## config.mk

```make
export PLATFORM = sky130hd
export DESIGN_NAME = gru_seq_scheduler
export DESIGN_NICKNAME = d
export VERILOG_FILES = /design/src/rtl/gru_seq_scheduler.sv
export SDC_FILE = /design/constraint.sdc
export NUM_CORES = 1
export LEC_CHECK = 0
export ABC_CLOCK_PERIOD_IN_PS = 4000
export CORE_MARGIN = 2
export CORE_UTILIZATION = 40
export CTS_CLUSTER_SIZE = 14
export DETAILED_ROUTE_END_ITERATION = 12
export PLACE_DENSITY = 0.64
export SETUP_SLACK_MARGIN = 0.5
export SKIP_CTS_REPAIR_TIMING = 1
export SYNTH_ARGS = -nofsm -noshare
export SYNTH_HDL_FRONTEND = slang
export SYNTH_SLANG_ARGS = --single-unit
```

## constraint.sdc

```tcl
create_clock -name clk -period 4 [get_ports clk]
set_input_delay 1 -clock clk [delete_from_list [all_inputs] [get_ports clk]]
set_output_delay 1 -clock clk [all_outputs]
set_load 0.01 [all_outputs]
```

## src/rtl/gru_seq_scheduler.sv

```systemverilog
// gru_seq_scheduler: steps a GRU cell through a sequence, ping-ponging hidden-state banks per timestep
module gru_seq_scheduler #(
  parameter int T_W = 8,
  parameter int TIMEOUT = 40000
) (
  input  logic           clk,
  input  logic           rst,
  input  logic           seq_start,
  input  logic [T_W-1:0] seq_len,
  input  logic           h0_zero,
  input  logic           abort,
  output logic           x_rd_en,
  output logic [T_W-1:0] x_rd_addr,
  input  logic           x_rd_valid,
  output logic           h_clr,
  output logic           h_rd_bank,
  output logic           h_wr_en,
  output logic           cell_start,
  input  logic           cell_done,
  output logic           busy,
  output logic [T_W-1:0] step,
  output logic           seq_done,
  output logic           err
);
  localparam int CW = $clog2(TIMEOUT + 1);
  typedef enum logic [2:0] {IDLE, CLEAR, FETCH, WAIT_X, START, WAIT_CELL, WB, DONE} state_t;
  state_t state, state_d;
  logic [T_W-1:0] len, len_d, step_d, x_rd_addr_d;
  logic [CW-1:0] cnt, cnt_d;
  logic accept, zero_req, last, time_up, bank_d, err_d;
  logic x_rd_en_d, h_clr_d, h_wr_en_d, cell_start_d, seq_done_d;
  assign accept = state == IDLE && seq_start && seq_len != '0;
  assign zero_req = state == IDLE && seq_start && seq_len == '0 && !seq_done;
  assign last = step == len - T_W'(1);
  assign time_up = cnt == CW'(TIMEOUT - 1);
  assign busy = state != IDLE;
  always_ff @(posedge clk or posedge rst)
    if (rst) begin
      state <= IDLE;
      len <= '0;
      step <= '0;
      cnt <= '0;
      x_rd_addr <= '0;
      h_rd_bank <= 1'b0;
      err <= 1'b0;
      x_rd_en <= 1'b0;
      h_clr <= 1'b0;
      h_wr_en <= 1'b0;
      cell_start <= 1'b0;
      seq_done <= 1'b0;
    end else begin
      state <= state_d;
      len <= len_d;
      step <= step_d;
      cnt <= cnt_d;
      x_rd_addr <= x_rd_addr_d;
      h_rd_bank <= bank_d;
      err <= err_d;
      x_rd_en <= x_rd_en_d;
      h_clr <= h_clr_d;
      h_wr_en <= h_wr_en_d;
      cell_start <= cell_start_d;
      seq_done <= seq_done_d;
    end
  always_comb begin
    state_d = state;
    if (abort && state != IDLE) state_d = IDLE;
    else
      case (state)
        IDLE:      if (accept) state_d = h0_zero ? CLEAR : FETCH;
        CLEAR:     state_d = FETCH;
        FETCH:     state_d = WAIT_X;
        WAIT_X:    if (x_rd_valid) state_d = START;
        START:     state_d = WAIT_CELL;
        WAIT_CELL: state_d = cell_done ? WB : time_up ? DONE : WAIT_CELL;
        WB:        state_d = last ? DONE : FETCH;
        DONE:      state_d = IDLE;
        default:   state_d = IDLE;
      endcase
  end
  always_comb begin
    len_d = accept ? seq_len : len;
    step_d = accept ? '0 : (state == WB && state_d == FETCH) ? step + T_W'(1) : step;
    bank_d = accept ? 1'b0 : (state == WB && state_d != IDLE) ? ~h_rd_bank : h_rd_bank;
    err_d = accept ? 1'b0 : (zero_req || (state == WAIT_CELL && state_d == DONE)) ? 1'b1 : err;
    cnt_d = state == WAIT_CELL ? cnt + CW'(1) : '0;
    x_rd_addr_d = state_d == FETCH ? step_d : x_rd_addr;
    x_rd_en_d = state_d == FETCH;
    h_clr_d = state_d == CLEAR;
    cell_start_d = state_d == START;
    h_wr_en_d = state_d == WB;
    seq_done_d = state_d == DONE || zero_req;
  end
endmodule

```

# == After elaboration in Yosys (flattened, before gate mapping) ==
# Cells that the tools add are included.
# op_classes
addsub,3
n_eq_ne,14
muxes,15
bitwise,1
reduce_logical,18
# ops
operator,n
$pmux 3 s8,1
$eq 3x3->1 const B,7
$add 16x1->16 const B,1
$eq 16x16->1 const B,1
$mux 16,1
$mux 8,2
$mux 3,4
$eq 3x2->1 const B,3
$add 8x1->8 const B,1
$eq 8x8->1,1
$logic_and 1x1->1,8
$logic_not 8->1,1
$reduce_bool 8->1,1
$sub 8x1->8 const B,1
$eq 3x1->1 const B,2
$mux 2,3
$reduce_bool 3->1,2
$mux 1,4
$reduce_bool 2->1,2
$logic_not 3->1,1
$logic_or 1x1->1,2
$logic_not 1->1,1
$not 1->1,1
# totals
register_bits,50
input_bits,15

# == Logic depth before layout (Yosys ltp) ==
# Gate-level depths: netlist of the first run.
# logic_depth
depth_word,11
depth_mapped,9

# == Worst setup path before layout of the first run ==
# Ideal clock, no wire load.
# synth_path
path_kind,input port to flip-flop
from,in seq_len[5]
to,reg x_rd_addr[0]
setup_time_ns,0.125
arrival_ns,2.613
required_time_ns,3.875
path_slack_ns,1.263
cell_stages,7
path_buffers,1
cell_sequence,or4_1 o21ai_2 nor2_2 o32ai_2 buf_4 nor2_4 mux2_2
# synth_between
elab_chain_cells,9
# synth_rtl
element,line,source
"start, declared",9,"input logic [T_W-1:0] seq_len,"
$reduce_bool 8->1 *,32,assign accept = state == IDLE && seq_start && seq_len != '0;
$logic_and 1x1->1 *,32,
$mux 3 *,70,IDLE: if (accept) state_d = h0_zero ? CLEAR : FETCH;
$pmux 3 s8 *,69,case (state)
$mux 3 *,67,if (abort && state != IDLE) state_d = IDLE;
$eq 3x2->1 *,--,
net x_rd_en_d,31,"logic x_rd_en_d, h_clr_d, h_wr_en_d, cell_start_d, seq_done_d;"
$logic_and 1x1->1,83,step_d = accept ? '0 : (state == WB && state_d == FETCH) ? step + T_W'(1) : step;
$mux 8 (2 in series),83,
"end signal, assigned",56,x_rd_addr <= x_rd_addr_d;
"end, declared",13,"output logic [T_W-1:0] x_rd_addr,"
# Mark *: on every way through the listed nets, which the timed path passes. The rest lies on a longest branch.
# A chain may end at the register's enable or synchronous reset.

# == Worst setup path after layout of the first run ==
# layout_path
from,in seq_len[1]
to,reg step[2]
# layout_between
elab_chain_cells,9
# layout_rtl
element,line,source
$reduce_bool 8->1 *,32,
$logic_and 1x1->1 *,32,
$mux 3,70,
$pmux 3 s8,69,
$mux 3,67,
$eq 3x2->1,83,
$logic_and 1x1->1,83,
$mux 8,83,
$mux 8 *,83,
net step_d[2],28,"logic [T_W-1:0] len, len_d, step_d, x_rd_addr_d;"
"end signal, assigned",54,step <= step_d;
"end, declared",21,"output logic [T_W-1:0] step,"
# Marks and branches as above.

==> metrics.md, run 1 <==
| Metric | Value |
|---|---|
| Status | `complete, no violations` |
| Slew of the pin with the lowest slew margin | `1030 ps` |
| Synthesized flop and latch total | `50` |
| Largest net degree at the start of global routing | `51` |
| Fin crit period | `3030 ps` |
| Worst-skew pair later-pin latency | `300 ps` |
| Mapped Cells | `280` |
| Worst hold-check path type | `flop to flop` |
| Worst Setup End Kind | `flop` |
| Fraction of layout cells with a size suffix above 1 | `0.100` |
| Total Routing Usage GR | `0.170` |
| Top_reg_cell synth | `dfrtp_1` |
| I/O pins | `39` |
| Final Core Density | `0.504` |
| Post-synth EDFFs | `0` |
| CTS buffer count | `5` |
| DRC violations left | `0` |
| GRT Residual Overflow | `0` |
| Worst Setup Slack post-DPL | `642 ps` |
| Static Leak | `1.36 nW` |
| Worst Slack Setup Final | `966 ps` |
| Fin Setup TNS | `0 ps` |
| Sequential share of the synthesized area | `0.462` |
| Yosys top cell area share | `0.462` |
| Final period utilization | `0.759` |
| Nets@finish | `337` |
| Relative slew slack | `0.310` |
| DR pass1 iterations | `4` |
| Final Power | `0.00158 W` |
| Mapped Nets | `298` |
| Area growth syn-to-layout | `20.3%` |
| Root buf cell | `clkbuf_8` |
| Die Ht | `86.3 um` |
| Worst EP arrival | `3210 ps` |
| Routed wire per std cell | `14.8 um` |
| Vias per cell | `5.41` |
| Initial antenna violation count | `0` |
| CTS Sinks | `50` |
| Vias in the first global route | `2104` |
| Synthesized cell area | `2710 sq um` |
| Clock Skews | `6.29 ps` |
| Total number of yosys warnings | `0` |
| Peak VDD IR | `0.187 mV` |
| FMAX | `0.330 GHz` |
| Critical path class | `input port to flop` |
| CP startpoint | `seq_len[1]` |
| GPL Wtd Cong | `0.792` |
| Post-route ant nets | `0` |
| Hold_sp | `cnt[0]` |
| # diodes | `0` |
| Total number of vias | `2148` |
| PD cells | `485 nW/um^2` |
| Core area | `6460 sq um` |
| Longest Clk Path Bufs | `2` |
| IO Port Bufs | `38` |
| Top cells by area, synth | `dfrtp_1, xor2_1, nor2_1` |
| Async S/R FF share, synth | `1.00` |
| Worst-path clk slew | `90 ps` |
| Worst EP required | `4170 ps` |
| Final hold viol count | `0` |
| Num rows | `29` |
| Syn_area_per_cell | `9.67 sq um` |
| CP Max Fanout | `7` |
| Most frequent cells in the layout | `dfrtp_1, clkdlybuf4s50_1, nor2_1, nand2_1, xor2_1` |
| Die X | `86.3 um` |
| H-tree depth | `2` |
| Die area | `7450 sq um` |
| CTS tree | `built` |
| Post-synthesis cell type count | `50` |
| Maxcap violations | `0` |
| Worst Setup Start Kind | `input port` |
| Cell taking the most area after synthesis | `dfrtp_1` |
| Commonest non-fill, non-tap cell in the layout | `dfrtp_1` |
| First-pass GRT wire length | `9.96 mm` |
| Initial Utilization | `0.419` |
| DRT iter0 DRCs | `91` |
| RSZ-0062 raised after global routing | `false` |
| Routed wire length | `5.88 mm` |
| Worst r2r src | `len[0]` |
| Post-DP HPWL | `4.28 mm` |
| Slew Limit Fails | `0` |
| Final Setup Violations | `0` |
==> Yosys cell counts (all sizes together), types with 2 or more instances <==
library cell	instances
dfrtp	50
nor2	39
nand2	27
xor2	19
nand3	15
xnor2	14
a21oi	11
inv	10
nor3	10
mux2	8
and3	7
buf	6
o31ai	6
or4	6
clkbuf	5
nand3b	5
o21ai	4
ha	3
o41ai	3
a22o	2
and2	2
nand2b	2
nor4	2
nor4b	2
o211ai	2
o311ai	2
or2	2
or3	2
==> area by class of cell <==
class	instances	area [sq um]
clock inverters	2	13.8
clock buffers	6	72.6
multi-input cells	209	1370
fillers	619	3200
repair buffers	43	418
well taps	77	96.3
flip-flops and latches	50	1250
inverters	10	37.5
==> path summary, 6_finish.rpt <==
path	end	slack [ps]	depth (start not counted)
hold reg to reg	cnt[0]	480	1
setup / recovery	step[2]	970	8
min in group asynchronous	x_rd_addr[5]	1270	2
hold / removal	cnt[0]	480	1
setup reg to reg	seq_done	1260	8
max in group asynchronous	cnt[1]	2100	2
==> logic make-up (layout without fill, tap and decap cells) <==
| logic type | count (synthesis) | after routing | share of synthesized area |
|---|---|---|---|
| buf+inv | 21 | 61 | 0.0328 |
| flops | 50 | 50 | 0.462 |
| fa+ha+maj | 3 | 3 | 0.0139 |
| mux | 9 | 9 | 0.0370 |
| xor+xnor | 33 | 33 | 0.107 |
| simple gates | 125 | 125 | 0.242 |
| compound gates | 39 | 39 | 0.106 |
==> metal layers <==
layer | GRT usage | up-vias | routed length, um
li1 | - | 1055 | -
met1 | 0.226 | 1042 | 2770
met2 | 0.285 | 44 | 2820
met3 | 0.0286 | 7 | 217
met4 | 0.0511 | 0 | 68
met5 | 0 | - | 0
==> stage by stage <==
stage / hold slack, ps / std cells / instance area [sq um]
6_report: 480 / 397 / 3260
5_1_grt: 527 / 397 / 3260
4_1_cts: 485 / 397 / 3260
3_5_place_dp: 472 / 389 / 3170
3_3_place_gp: 465 / 389 / 3170
2_1_floorplan: 448 / 280 / 2710
==> critical path: stages <==
cell and delay (ps):
clkdlybuf4s50_1 420, or4_1 610, o21ai_2 200, nor2_2 80
o32ai_2 460, buf_4 240, nor3_1 60, mux2i_1 150
==> power by group <==
part,leakage (nW),internal [W],switching [W],total (W)
Clock,0.0452,0.000124,0.000167,0.000290
Combinational,0.634,0.000273,0.000318,0.000591
Sequential,0.680,0.000578,0.000121,0.000699
==> registers in the layout (all words and copies together) (netlist names) <==
register and count:
cell_start 1, cnt 16, err 1, h_clr 1, h_rd_bank 1, h_wr_en 1
len 8, seq_done 1, state 3, step 8, x_rd_addr 8, x_rd_en 1
No activity file was read; power rests on OpenSTA's default activity.
==> inputs of run 2 (changes only) <==
--- a/config.mk
+++ b/config.mk
@@ -5,7 +5,7 @@
 export SDC_FILE = /design/constraint.sdc
 export NUM_CORES = 1
 export LEC_CHECK = 0
-export ABC_CLOCK_PERIOD_IN_PS = 4000
+export ABC_CLOCK_PERIOD_IN_PS = 3100
 export CORE_MARGIN = 2
 export CORE_UTILIZATION = 40
 export CTS_CLUSTER_SIZE = 14
==> constraint.sdc (replaced) <==
create_clock -name clk -period 3.1 [get_ports clk]
set_input_delay 0.775 -clock clk [delete_from_list [all_inputs] [get_ports clk]]
set_output_delay 0.775 -clock clk [all_outputs]
set_load 0.01 [all_outputs]
==> metrics.md, run 2 (synthesis results as in run 1) <==
| Metric | Value |
|---|---|
| Status | `complete, no violations` |
| Static Leak | `1.56 nW (+15%)` |
| Worst Setup End Kind | `flop` |
| Max reg flops | `16 (unchanged)` |
| Slew of the pin with the lowest slew margin | `653 ps (-380 ps)` |
| Final Setup Violations | `0 (unchanged)` |
| Fill cells | `568 (-8.2%)` |
| Worst-skew pair later-pin latency | `290 ps (about the same)` |
| Slew Limit Fails | `0 (unchanged)` |
| Final period utilization | `0.824` |
| DR pass1 iterations | `4 (unchanged)` |
| Worst-path clk slew | `90 ps (about the same)` |
| First-pass GRT wire length | `9.92 mm (-0.41%)` |
| Vias in the first global route | `2080 (-1.1%)` |
| Largest net degree at the start of global routing | `25 (-51%)` |
| Multi-input gate area | `1460 sq um (+6.5%)` |
| Die area | `7450 sq um (unchanged)` |
| Die X | `86.3 um (unchanged)` |
| RSZ-0062 raised after global routing | `false` |
| DRC violations left | `0 (unchanged)` |
| Total number of vias | `2212 (+3.0%)` |
| Peak VDD IR | `0.388 mV (+110%)` |
| Worst hold-check path type | `flop to flop` |
| Most frequent cells in the layout | `dfrtp_1, nor2_1, clkdlybuf4s50_1, nand2_1, xor2_1` |
| FF/Latch Area | `1250 sq um (+0.30%)` |
| Design area | `3520 sq um (+8.2%)` |
| Routed wire length | `6.17 mm (+4.9%)` |
| Total Routing Usage GR | `0.167 (-0.00269)` |
| Vias per cell | `5.34 (-1.2%)` |
| Fin Setup TNS | `0 ps (unchanged)` |
| Post-DP HPWL | `4.36 mm (+2.0%)` |
| Post-route ant nets | `0 (unchanged)` |
| Commonest non-fill, non-tap cell in the layout | `dfrtp_1` |
| CTS Sinks | `50 (unchanged)` |
| DP Area | `3210 sq um (+1.2%)` |
| Maxcap violations | `0 (unchanged)` |
| DRT iter0 DRCs | `111 (+22%)` |
| CP Max Fanout | `5 (-2)` |
| IO Port Bufs | `38 (unchanged)` |
| Worst EP required | `3330 ps (-840 ps)` |
| Nets@finish | `354 (+5.0%)` |
| Final hold viol count | `0 (unchanged)` |
| Routed wire per std cell | `14.9 um (+0.59%)` |
| GPL Wtd Cong | `0.827 (+4.4%)` |
| Worst Setup Start Kind | `input port` |
| Fraction of layout cells with a size suffix above 1 | `0.181 (+0.0810)` |
| Initial Utilization | `0.419 (unchanged)` |
| H-tree depth | `2 (unchanged)` |
| Num rows | `29 (unchanged)` |
| PD cells | `655 nW/um^2 (+35%)` |
| I/O pins | `39 (unchanged)` |
| # diodes | `0 (unchanged)` |
| Worst EP arrival | `2790 ps (-420 ps)` |
| Critical path class | `input port to flop` |
| CTS buffer count | `5 (unchanged)` |
| Initial antenna violation count | `0 (unchanged)` |
| Core area | `6460 sq um (unchanged)` |
| Die Ht | `86.3 um (unchanged)` |
| Longest Clk Path Bufs | `2 (unchanged)` |
| FMAX | `0.391 GHz` |
| GRT Residual Overflow | `0 (unchanged)` |
| Area growth syn-to-layout | `30.1%` |
| Root buf cell | `clkbuf_8` |
| Fin crit period | `2560 ps` |
| Most flops, register | `cnt` |
| Relative slew slack | `0.563 (+0.253)` |
| Clock Skews | `9.12 ps (+2.83 ps)` |
| CTS tree | `built` |
## run 2: cell count changes in the layout (fill, tap and decap cells not counted), sizes merged
cell and change:
buf +16, bufinv +1, clkbuf +1, clkdlybuf4s50 -9, clkinv -2, dlymetal6s2s +9, nor2 +1
## run 2: path summary, 6_finish.rpt
| kind | from | end | slack [ps] | cells past startpoint |
|---|---|---|---|---|
| max | x_rd_valid | step[7] | 540 | 9 |
| min | cnt[0] | cnt[0] | 480 | 1 |
| max reg2reg | len[2] | step[6] | 620 | 8 |
| min reg2reg | cnt[0] | cnt[0] | 480 | 1 |
| max in group asynchronous | rst | state[1] | 1670 | 3 |
| min in group asynchronous | rst | x_rd_addr[7] | 810 | 2 |
## run 2: final cells by class
class,count,area share
Timing Repair Buffer,59,0.162
Inverter,10,0.0106
Clock inverter,1,0.00852
Clock buffer,7,0.0217
Multi-Input combinational cell,210,0.414
Tap cell,77,0.0273
Sequential cell,50,0.356
## run 2: power breakdown
| part | internal [W] | total, W | switching, W |
|---|---|---|---|
| clock | 0.000242 | 0.000447 | 0.000205 |
| combinational | 0.000473 | 0.000977 | 0.000504 |
| sequential | 0.000750 | 0.000885 | 0.000135 |
## run 2: worst max-delay path, cell delays in order
cell	delay (ps)
clkdlybuf4s50_1	450
o21ai_0	210
nand2_1	120
a21oi_4	200
o32ai_4	130
buf_6	150
buf_4	140
or4_4	470
a21oi_2	120
## run 2: per-layer routing
metal | GRT usage | routed length (um) | up-vias
met5 | 0 | 0 | -
met4 | 0.0384 | 38 | 0
met3 | 0.0276 | 156 | 2
met2 | 0.286 | 3020 | 24
met1 | 0.223 | 2960 | 1092
li1 | - | - | 1094
## run 2: metrics by stage
step	hold WS (ps)	total power (W)	util	cells	worst slack, ps
final	481	0.00231	0.546	414	545
after global routing	541	0.00248	0.546	414	469
after CTS	486	0.00216	0.513	402	431
after detailed placement	472	0.00170	0.497	394	134
after global placement	474	0.00169	0.497	394	182
after floorplan	448	0.00143	-	280	588
